`config.mk`:
```
export PLATFORM = sky130hd
export DESIGN_NAME = nibble_serial_adder_seq
export DESIGN_NICKNAME = d
export VERILOG_FILES = /design/src/rtl/nibble_serial_adder_seq.sv
export SDC_FILE = /design/constraint.sdc
export NUM_CORES = 1
export LEC_CHECK = 0
export CORE_MARGIN = 1
export CORE_UTILIZATION = 40
export CTS_CLUSTER_SIZE = 16
export DETAILED_ROUTE_END_ITERATION = 16
export HOLD_SLACK_MARGIN = 0.15
export PLACE_DENSITY_LB_ADDON = 0.3
export SYNTH_ARGS = -nofsm -noshare
export SYNTH_HDL_FRONTEND = slang
export SYNTH_SLANG_ARGS = --single-unit
```
`constraint.sdc`:
```
create_clock -name clk -period 3 [get_ports clk]
set_input_delay 0.6 -clock clk [delete_from_list [all_inputs] [get_ports clk]]
set_output_delay 0.6 -clock clk [all_outputs]
set_load 0.005 [all_outputs]
```
`src/rtl/nibble_serial_adder_seq.sv`:
```
// nibble_serial_adder_seq: WIDTH-bit adder built by time-multiplexing one
// external 4-bit ripple-carry adder, one nibble per clock, LSB nibble first.
// Operands come in and the result goes out over valid/ready handshakes. The
// result registers hold their values until the next operation completes.
module nibble_serial_adder_seq #(
  parameter int WIDTH = 16
) (
  input  logic             clk,
  input  logic             rst_n,
  input  logic             in_valid,
  output logic             in_ready,
  input  logic [WIDTH-1:0] in_a,
  input  logic [WIDTH-1:0] in_b,
  input  logic             in_cin,
  output logic             out_valid,
  input  logic             out_ready,
  output logic [WIDTH-1:0] out_sum,
  output logic             out_cout,
  output logic             out_ovf,
  output logic [3:0]       add_a,
  output logic [3:0]       add_b,
  output logic             add_cin,
  input  logic [3:0]       add_y,
  input  logic             add_cout
);

  localparam int NIBBLES = WIDTH / 4;
  localparam int CW      = $clog2(NIBBLES) + 1;

  typedef enum logic [1:0] {IDLE, RUN, DONE} state_t;

  state_t           state, state_nx;
  logic [WIDTH-1:0] a_sr, b_sr;
  // Only the top WIDTH-4 bits of the sum shift register are kept: the lowest
  // nibble would be shifted out on the final edge anyway.
  logic [WIDTH-5:0] sum_sr;
  logic [WIDTH-1:0] sum_full;
  logic             carry_q;
  logic [CW-1:0]    cnt;
  logic             last_nibble;
  logic [WIDTH-1:0] out_sum_q;
  logic             out_cout_q, out_ovf_q;

  assign last_nibble = (cnt == CW'(NIBBLES - 1));
  // Value the sum shift register takes after absorbing the current adder nibble.
  assign sum_full    = {add_y, sum_sr};

  // State register.
  always_ff @(posedge clk or negedge rst_n) begin
    // NOTE: sequential state is updated with non-blocking assignments so every
    // register samples pre-edge values, independent of statement order.
    if (!rst_n) state <= IDLE;
    else        state <= state_nx;
  end

  // Next-state decode.
  always_comb begin
    // NOTE: default first, so no path through the case leaves state_nx
    // unassigned and infers a latch.
    state_nx = state;
    case (state)
      IDLE:    if (in_valid)    state_nx = RUN;
      RUN:     if (last_nibble) state_nx = DONE;
      DONE:    if (out_ready)   state_nx = IDLE;
      default:                  state_nx = IDLE;
    endcase
  end

  // Operand capture, per-nibble shifting, carry propagation and result capture.
  always_ff @(posedge clk or negedge rst_n) begin
    if (!rst_n) begin
      a_sr       <= '0;
      b_sr       <= '0;
      sum_sr     <= '0;
      carry_q    <= 1'b0;
      cnt        <= '0;
      out_sum_q  <= '0;
      out_cout_q <= 1'b0;
      out_ovf_q  <= 1'b0;
    end else begin
      case (state)
        IDLE: begin
          if (in_valid) begin
            a_sr    <= in_a;
            b_sr    <= in_b;
            carry_q <= in_cin;
            cnt     <= '0;
          end
        end
        RUN: begin
          sum_sr  <= sum_full[WIDTH-1:4];
          a_sr    <= a_sr >> 4;
          b_sr    <= b_sr >> 4;
          carry_q <= add_cout;
          cnt     <= cnt + 1'b1;
          if (last_nibble) begin
            out_sum_q  <= sum_full;
            out_cout_q <= add_cout;
            // Signed overflow: operands agree in sign, result sign differs.
            out_ovf_q  <= (a_sr[3] == b_sr[3]) && (add_y[3] != a_sr[3]);
          end
        end
        default: ;
      endcase
    end
  end

  // Adder feed: registers only, and forced to zero outside RUN.
  always_comb begin
    add_a   = 4'h0;
    add_b   = 4'h0;
    add_cin = 1'b0;
    if (state == RUN) begin
      add_a   = a_sr[3:0];
      add_b   = b_sr[3:0];
      add_cin = carry_q;
    end
  end

  assign in_ready  = (state == IDLE);
  assign out_valid = (state == DONE);
  assign out_sum   = out_sum_q;
  assign out_cout  = out_cout_q;
  assign out_ovf   = out_ovf_q;

endmodule

```
Yosys cells after proc, flatten, opt, wreduce, memory -nomap -nowiden
Cells that the tools add are included.
W data, S select, Z words.
- output and inout bits: 29
- logic and storage cells: 39
- bits of input ports: 42
- bits in registers: 68
- multiplexer cells: 15
- $add $sub $neg: 1
- reduce and logical (&&, ||, !) cells: 6
- equal/unequal tests: 8
- operators with widths (cell ; count):
    $pmux W16 S2 ; 2
    $mux W16 ; 2
    $mux W4 ; 2
    $mux W2 ; 3
    $pmux W2 S3 ; 1
    $pmux W3 S2 ; 1
    $ne A2 B2 Y1 const B ; 2
    $reduce_and A2 Y1 ; 2
    $add A3 B1 Y3 const B ; 1
    $eq A3 B2 Y1 const B ; 1
    $mux W3 ; 1
    $reduce_and A3 Y1 ; 1
    $eq A2 B1 Y1 const B ; 1
    $eq A2 B2 Y1 const B ; 1
    $logic_not A2 Y1 ; 1
    $mux W1 ; 2
    $ne A2 B1 Y1 const B ; 1
    $pmux W1 S2 ; 1
    $reduce_bool A2 Y1 ; 1
    $eq A1 B1 Y1 ; 1
    $logic_and A1 B1 Y1 ; 1
    $ne A1 B1 Y1 ; 1

Logic depth before layout (Yosys ltp)
Gate-level depths: netlist of the first run.
- word-level depth: 3
- gate-level depth with buffers: 6
- mapped depth without buffers: 5

Worst setup path before layout of the first run
No wires, ideal clock.
- path kind: register to output
- start point: register state[1]
- end point: output add_a[0]
- path slack: 1.388 ns
- data required time: 2.400 ns
- stages on the path, launching flop included: 6
- arrival: 1.012 ns
- cells stage by stage: dfrtp_1 buf_6 nor2b_1 buf_2 buf_2 and2_1
- cells in the longest elaborated chain, start to end: 2
- ends and longest elaborated chain (what ; line ; RTL):
    from (decl) ; 32 ; state_t state, state_nx;
    from (signal assigned) ; 53 ; else state <= state_nx;
    $eq A2 B1 Y1 ; 113 ; if (state == RUN) begin
    $mux W4 ; 113 ;
    to (decl) ; 20 ; output logic [3:0] add_a,
No other way between the ends.

Final worst setup path of the first run
- start point: register state[0]
- end point: output add_a[1]
The elaborated chain is that of the path after synthesis.

==> results of run 1 <==
[through the flow]
| step | utilization (%) | hold slack, ps |
|---|---|---|
| floorplan | - | 304.4 |
| global placement | 51.58 | 462.0 |
| detailed placement | 51.58 | 467.2 |
| CTS | 54.20 | 399.1 |
| global route | 54.20 | 450.4 |
| finish | 54.20 | 369.9 |
[Yosys cell counts, types with 4 or more instances]
cell type	count	area (um2)
dfrtp_1	68	1702
nand2_1	63	236.5
a22oi_1	24	180.2
o21ai_0	24	120.1
mux2_4	17	255.2
a21oi_1	10	50.05
and2_1	9	56.30
nor2b_1	9	56.30
buf_2	8	40.04
o21ai_1	8	40.04
a22o_1	6	52.55
buf_4	5	37.54
buf_6	4	45.04
clkbuf_1	4	15.01
[where the power goes]
group / total (mW) / internal (mW) / switching, mW
combinational: 1.54 / 0.846 / 0.694
sequential: 1.57 / 1.32 / 0.245
clock: 0.726 / 0.379 / 0.347
total: 3.83 / 2.55 / 1.29
[final timing paths]
path                            from         end  slack [ps]  cells past startpoint
setup / recovery            state[0]    add_a[1]         380                      3
hold / removal                 rst_n  out_sum[3]         370                      1
setup reg to reg            state[0]  out_sum[4]        1320                      3
hold reg to reg            sum_sr[0]   sum_sr[0]         480                      2
max in group asynchronous      rst_n     a_sr[6]        2080                      1
min in group clk           sum_sr[0]   sum_sr[0]         480                      2
[routing by layer]
layer	wire [um]	GRT usage, %	part of all wire (%)	vias up
li1	-	-	-	1067
met1	2890	23.79	48	1058
met2	2739	26.22	45	68
met3	335	3.545	5.5	11
met4	113	7.478	1.9	0
met5	0	0	0	-
[cell type report]
type | count | area share [%]
sequential | 68 | 43.28
multi-input combinational | 183 | 29.73
timing repair buffer | 75 | 18.71
clock buffer | 9 | 3.151
tap | 99 | 3.151
clock inverter | 6 | 1.687
inverter | 3 | 0.2864
[worst register-to-register path, stage by stage, from the launching register on]
cell and delay (ps):
dfrtp_1 400, buf_4 380, nand3b_4 370, mux2_4 410
[flip-flops by register name (all words and copies together), names as in the netlist]
name,flops
a_sr,16
b_sr,16
carry_q,1
cnt,3
out_cout,1
out_ovf,1
out_sum,16
state,2
sum_sr,12
[cells by family (layout without fill, tap and decap cells)]
| logic type | Yosys count | count (layout) | synth area share, % |
|---|---|---|---|
| muxes | 17 | 17 | 8.461 |
| and+or+nand+nor | 91 | 91 | 14.31 |
| DFF | 68 | 68 | 56.41 |
| buffers and inverters | 24 | 93 | 4.936 |
| adders and majority gates | 2 | 2 | 0.8294 |
| AOI/OAI and AO/OA | 73 | 73 | 15.06 |
==> impl_metrics.py, run 1 <==
metrics = {
    "status": {
        "status": "complete, no violations",
    },
    "power_and_ir_drop": {
        "p_total_mw": 3.834,
        "leakage_nw": 1.794,
        "ir_worst_vdd_mv": 0.3642,
        "power_density_mw_per_mm2": 975.2,
    },
    "finish": {
        "layout-drive-gt1-share_pct": 12.21,
        "multi_input_area_mm2": 0.001169,
        "n_antenna_cell": 0,
        "fin_nets": 384,
        "fillCellCount": 658,
        "layout_commonest_cell": "clkdlybuf4s50_1",
        "area_delta_synth_final_pct": 30.32,
        "final_cell_mix": "69 x clkdlybuf4s50_1, 68 x dfrtp_1, 63 x nand2_1, 24 x o21ai_0, 24 x a22oi_1",
        "final_cells": 443,
        "seqCellArea_mm2": 0.001702,
        "final_cell_area_mm2": 0.003931,
    },
    "floorplanning": {
        "die_h_um": 88.84,
        "start_util_pct": 41.59,
        "die-area_mm2": 0.007893,
        "row_count": 31,
        "chipWidth_um": 88.84,
        "ios": 71,
        "core-area_mm2": 0.007253,
    },
    "timing": {
        "relSlewSlack_pct": 43.90,
        "rsz0062_at_grt": "false",
        "max_freq_mhz": 381.3,
        "skew_ps": 10.85,
        "setup_slack_ps": 377.4,
        "slew_violations": 0,
        "setup_viol": 0,
        "hold_viol_final": 0,
        "min_period_over_period_pct": 87.42,
        "totalNegativeSetupSlack_ps": 0,
        "period_needed_ps": 2623,
        "worst_slew_pin_slew_ps": 841.4,
    },
    "global_route": {
        "grt_max_degree": 69,
        "grt_overflow": 0,
        "grt_pass1_vias": 2154,
        "grt_pass1_wl_um": 10250,
        "grtUsageTotal_pct": 17.18,
        "antenna_found_initial": 0,
    },
    "critical_path": {
        "crit_path_max_incr_delay_ps": 570,
        "endpoint_kind": "primary output",
        "worst_ep_arrival_time_ps": 2020,
        "crit_buf_inv": 1,
        "crit_type": "register to primary output",
        "path_delay_family": "simple AND/OR/NAND/NOR gates",
        "slowest_stage": "nor2b_2",
        "cp.required_ps": 2400,
        "path_cells": "nor2b_2 -> and2_1 -> clkdlybuf4s50_1",
        "cp_max_fo": 16,
        "critPathLaunchType": "register",
    },
    "route": {
        "drtAntennaViolNets": 0,
        "wirelength_um": 6078,
        "via_per_inst": 4.975,
        "drtIter0Drc": 128,
        "drtPass1Iterations": 4,
        "vias": 2204,
        "remaining_drc_errors": 0,
        "wl_per_cell_um": 13.72,
    },
    "cts": {
        "numCtsBuffers": 9,
        "cts_tree": "yes",
        "cts_max_path_buffers": 2,
        "clk_latency_ps": 340,
        "hold_buffers": 0,
        "cts-root-buf": "clkbuf_8",
        "cts.sinks": 68,
        "cts_resized": 0,
        "cts_setup_buffers": 0,
        "cts.clk_slew.worst_paths_ps": 70,
        "htree_levels": 3,
    },
    "logic_synthesis": {
        "synth_ff_type": "dfrtp_1",
        "seq_area_frac_synth_pct": 56.41,
        "synth_cell_types": 23,
        "syn_avg_cell_area_um2": 10.97,
        "async_flop_share_pct": 100.0,
        "syn_area_mm2": 0.003017,
        "syn-num-nets": 319,
        "ys_warn_count": 0,
        "synthCells": 275,
        "ys_ff_latch": 68,
        "synth_enable_flop_cells": 0,
    },
    "placement": {
        "detailed_place.area_mm2": 0.003741,
        "gp_congestion": 0.7779,
        "hpwl_um": 3909,
        "dpl.cell_count": 428,
        "port_buffers": 70,
        "place_ws_ps": 721.4,
    },
    "flow_run": {
        "max-cap-violations": 0,
    },
    "hold_path": {
        "min-delay-path-class": "input pin to async pin",
    },
}
Note: power is estimated with default switching activity, not from simulation.
==> run 2, diff against run 1 <==
- CELL_PAD_IN_SITES_DETAIL_PLACEMENT: default -> 1
- CELL_PAD_IN_SITES_GLOBAL_PLACEMENT: default -> 1
==> run 2 against run 1 <==
Against the previous run:
- first-iteration DRC count down 39%
- die area unchanged
- largest power group is now combinational cells
- hold slack better by 3.7 ps
- critical path depth up 1
- core utilization up 0.10 points
- critical endpoint is now add_a[0]
- combinational power up 3%
- count of clock-buffer cells in the layout up 3
- maximum frequency up 12%
- sequential share of layout area down 0.083 points
==> impl_metrics.py, run 2 (synthesized netlist as in run 1, its figures left out) <==
metrics = {
    "status": {
        "status": "complete, no violations",
    },
    "timing": {
        "hold_viol_final": 0,
        "setup_viol": 0,
        "relSlewSlack_pct": 18.07,
        "max_freq_mhz": 426.9,
        "slew_violations": 0,
        "skew_ps": 3.056,
        "hold_slack_ps": 373.6,
        "period_needed_ps": 2343,
        "worst_slew_pin_slew_ps": 1228,
        "min_period_over_period_pct": 78.09,
        "rsz0062_at_grt": "false",
        "totalNegativeSetupSlack_ps": 0,
    },
    "cts": {
        "cts_resized": 0,
        "cts.clk_slew.worst_paths_ps": 70,
        "cts_tree": "yes",
        "cts-root-buf": "clkbuf_8",
        "cts.sinks": 68,
        "cts_setup_buffers": 0,
        "hold_buffers": 0,
        "numCtsBuffers": 9,
        "htree_levels": 3,
        "clk_latency_ps": 330,
        "cts_max_path_buffers": 2,
    },
    "route": {
        "drtIter0Drc": 78,
        "via_per_inst": 5.056,
        "wirelength_um": 6759,
        "drtPass1Iterations": 4,
        "drtAntennaViolNets": 0,
        "vias": 2240,
        "wl_per_cell_um": 15.26,
        "remaining_drc_errors": 0,
    },
    "floorplanning": {
        "ios": 71,
        "die_h_um": 88.84,
        "die-area_mm2": 0.007893,
        "row_count": 31,
        "start_util_pct": 41.59,
        "chipWidth_um": 88.84,
        "core-area_mm2": 0.007253,
    },
    "finish": {
        "fin_nets": 385,
        "final_cells": 443,
        "layout-drive-gt1-share_pct": 11.92,
        "final_cell_mix": "69 x clkdlybuf4s50_1, 68 x dfrtp_1, 63 x nand2_1, 24 x o21ai_0, 24 x a22oi_1",
        "utilization_pct": 54.30,
        "layout_commonest_cell": "clkdlybuf4s50_1",
        "area_delta_synth_final_pct": 30.57,
        "n_antenna_cell": 0,
    },
    "global_route": {
        "grt_pass1_vias": 2331,
        "grt_overflow": 0,
        "grt_pass1_wl_um": 11260,
        "grt_max_degree": 69,
        "grtUsageTotal_pct": 19.19,
        "antenna_found_initial": 0,
    },
    "flow_run": {
        "max-cap-violations": 0,
    },
    "placement": {
        "gp_congestion": 0.7179,
        "port_buffers": 70,
        "hpwl_um": 4327,
        "dpl.cell_count": 429,
    },
    "power_and_ir_drop": {
        "p_total_mw": 3.899,
        "leakage_nw": 1.809,
        "ir_worst_vdd_mv": 0.2984,
        "power_density_mw_per_mm2": 989.8,
    },
    "critical_path": {
        "path_cells": "nor2b_2 -> buf_4 -> and2_1 -> clkdlybuf4s50_1",
        "crit_buf_inv": 2,
        "slowest_stage": "clkdlybuf4s50_1",
        "crit_type": "register to primary output",
        "critPathLaunchType": "register",
        "cp.required_ps": 2400,
        "cp_max_fo": 14,
        "crit_path_max_incr_delay_ps": 500,
        "path_delay_family": "buffers and inverters",
        "endpoint_kind": "primary output",
        "worst_ep_arrival_time_ps": 1740,
    },
    "hold_path": {
        "min-delay-path-class": "input pin to async pin",
    },
}
==> run 2: stage by stage <==
stage	setup WS (ps)	instance area, um2
3_3_place_gp	688.4	3749
6_report	657.3	3939
4_1_cts	626.7	3939
2_1_floorplan	1388	3017
3_5_place_dp	643.5	3749
5_1_grt	575.8	3939
==> run 2: per-layer routing <==
metal | wire length, um | GRT usage, % | up-vias
met1 | 3117 | 25.39 | 1113
met3 | 247 | 3.638 | 8
met5 | 0 | 0 | -
met4 | 112 | 8.358 | 0
li1 | - | - | 1062
met2 | 3281 | 30.84 | 57
==> run 2: area by class of cell <==
| class | instances | area, um2 |
|---|---|---|
| Fill cell | 801 | 3314 |
| Sequential cell | 68 | 1702 |
| Multi-Input combinational cell | 183 | 1169 |
| Timing Repair Buffer | 76 | 743.2 |
| Clock buffer | 12 | 155.1 |
| Tap cell | 99 | 123.9 |
| Clock inverter | 2 | 35.03 |
| Inverter | 3 | 11.26 |
==> run 2: final timing paths <==
kind                           from          to  slack, ps  cells after the start
setup / recovery           state[1]    add_a[0]        660                      4
hold / removal                rst_n  out_sum[4]        370                      1
setup reg to reg           state[0]     a_sr[2]       1000                      4
hold reg to reg             a_sr[0]     a_sr[0]        480                      2
max in group asynchronous     rst_n    a_sr[14]       2100                      1
min in group clk            a_sr[0]     a_sr[0]        480                      2
==> run 2: where the power goes <==
part           switching [mW]  internal [mW]  leakage (nW)
clock network           0.317          0.419        0.0983
registers               0.249           1.32         0.864
logic                   0.736          0.852         0.847
==> run 2: worst register-to-register path: stages (launching register included) <==
cell,delay [ps]
dfrtp_1,370
buf_4,260
o21bai_2,1010
nand2_1,130
o21ai_0,140
==> run 3, diff against run 2 <==
- CORE_UTILIZATION: 40 -> 38
- clock period: 3 -> 2.45 ns (I/O delays scaled with it)
==> run 3 against run 2 <==
Against the previous run:
- total power grew 23%
- hold slack lost 110 ps
- via count grew 0.80%
- die area grew 5.2%
- non-clock buffer count grew 3
- critical endpoint is now add_b[3]
- largest cell class unchanged
==> impl_metrics.py, run 3 (synthesized netlist as in run 1, its figures left out) <==
metrics = {
    "flow_run": {
        "max-cap-violations": 0,
    },
    "cts": {
        "cts_max_path_buffers": 2,
        "hold_buffers": 0,
        "cts.clk_slew.worst_paths_ps": 70,
        "numCtsBuffers": 9,
        "htree_levels": 3,
        "cts_tree": "yes",
        "clk_latency_ps": 340,
        "cts_setup_buffers": 0,
        "cts_resized": 0,
        "cts-root-buf": "clkbuf_8",
        "cts.sinks": 68,
    },
    "critical_path": {
        "cp_max_fo": 18,
        "reg2reg_slack_ps": 710,
        "rr_endpoint": "out_sum[4]",
        "endpoint_kind": "primary output",
        "rr_worst_depth": 4,
        "worst_ep_arrival_time_ps": 1760,
        "cp.required_ps": 1960,
        "critPathLaunchType": "register",
        "crit_type": "register to primary output",
        "r2r_start": "state[0]",
    },
    "floorplanning": {
        "chipWidth_um": 91.10,
        "start_util_pct": 39.24,
        "die_h_um": 91.10,
        "ios": 71,
        "die-area_mm2": 0.008299,
        "row_count": 32,
        "core-area_mm2": 0.007687,
    },
    "global_route": {
        "grt_pass1_vias": 2298,
        "grt_max_degree": 69,
        "grtUsageTotal_pct": 17.51,
        "grt_overflow": 0,
        "grt_pass1_wl_um": 11390,
        "antenna_found_initial": 0,
    },
    "placement": {
        "dpl.cell_count": 435,
        "port_buffers": 70,
        "hpwl_um": 4425,
        "gp_congestion": 0.7472,
    },
    "finish": {
        "final_cell_mix": "69 x clkdlybuf4s50_1, 68 x dfrtp_1, 63 x nand2_1, 24 x o21ai_0, 24 x a22oi_1",
        "area_delta_synth_final_pct": 31.85,
        "layout_commonest_cell": "clkdlybuf4s50_1",
        "n_antenna_cell": 0,
        "fin_nets": 388,
        "final_cells": 451,
        "layout-drive-gt1-share_pct": 13.18,
    },
    "route": {
        "drtAntennaViolNets": 0,
        "wirelength_um": 6636,
        "vias": 2258,
        "drtIter0Drc": 76,
        "wl_per_cell_um": 14.71,
        "via_per_inst": 5.007,
        "remaining_drc_errors": 0,
        "drtPass1Iterations": 4,
    },
    "timing": {
        "period_needed_ps": 2247,
        "relSlewSlack_pct": 43.07,
        "skew_ps": 10.11,
        "max_freq_mhz": 445.1,
        "hold_viol_final": 0,
        "min_period_over_period_pct": 91.70,
        "rsz0062_at_grt": "false",
        "totalNegativeSetupSlack_ps": 0,
        "setup_viol": 0,
        "slew_violations": 0,
        "worst_slew_pin_slew_ps": 853.9,
    },
    "power_and_ir_drop": {
        "leakage_nw": 1.828,
        "ir_worst_vdd_mv": 0.3960,
        "power_density_mw_per_mm2": 1210,
    },
    "hold_path": {
        "min-delay-path-class": "input pin to async pin",
    },
    "status": {
        "status": "complete, no violations",
    },
}
[run 3: cell count changes in the layout (fill, tap and decap cells not counted)]
cell / change
clkinv_2: +1
clkinvlp_4: +1
buf_4: +3
[run 3: final cells by class]
class,instances,area [um2]
fillers,855,3710
multi-input cells,183,1169
repair buffers,79,765.7
well taps,102,127.6
clock buffers,12,155.1
flip-flops and latches,68,1702
clock inverters,4,47.55
inverters,3,11.26
[run 3: how the worst max path moves through the flow]
stage	start	to	slack, ps	cells past startpoint
after detailed placement	in_valid	a_sr[0]	470	4
after global routing	state[1]	add_b[3]	110	4
after global placement	in_valid	a_sr[5]	560	4
after floorplan	state[1]	add_a[0]	950	5
final	state[1]	add_b[3]	200	4
after CTS	state[1]	add_b[3]	180	4
[run 3: critical path: stages (launching register included)]
cell and delay, ps:
dfrtp_1 390, nor2b_2 130, buf_4 230, and2_1 160
clkdlybuf4s50_1 510
[run 3: layer usage]
| layer | global-route usage [%] | vias up | share of wire [%] |
|---|---|---|---|
| met1 | 23.90 | 1119 | 47 |
| met3 | 4.355 | 4 | 4.4 |
| met5 | 0 | - | 0 |
| met2 | 27.97 | 60 | 48 |
| li1 | - | 1075 | - |
| met4 | 4.365 | 0 | 0.35 |
[run 3: stage by stage]
stage / util, % / hold slack, ps / setup slack (ps) / power [mW] / cell area (um2)
final: 51.74 / 261.2 / 203.4 / 4.815 / 3978
after floorplan: - / 194.4 / 948.1 / 3.119 / 3017
after global routing: 51.74 / 321.7 / 106.0 / 5.190 / 3978
after detailed placement: 49.10 / 471.7 / 473.4 / 3.933 / 3775
after global placement: 49.10 / 460.5 / 560.2 / 3.832 / 3775
after CTS: 51.74 / 296.6 / 177.6 / 4.889 / 3978
[run 3: where the power goes]
part	switching (mW)	leakage (nW)	internal [mW]
sequential	0.299	0.864	1.62
clock	0.414	0.102	0.523
combinational	0.886	0.862	1.07
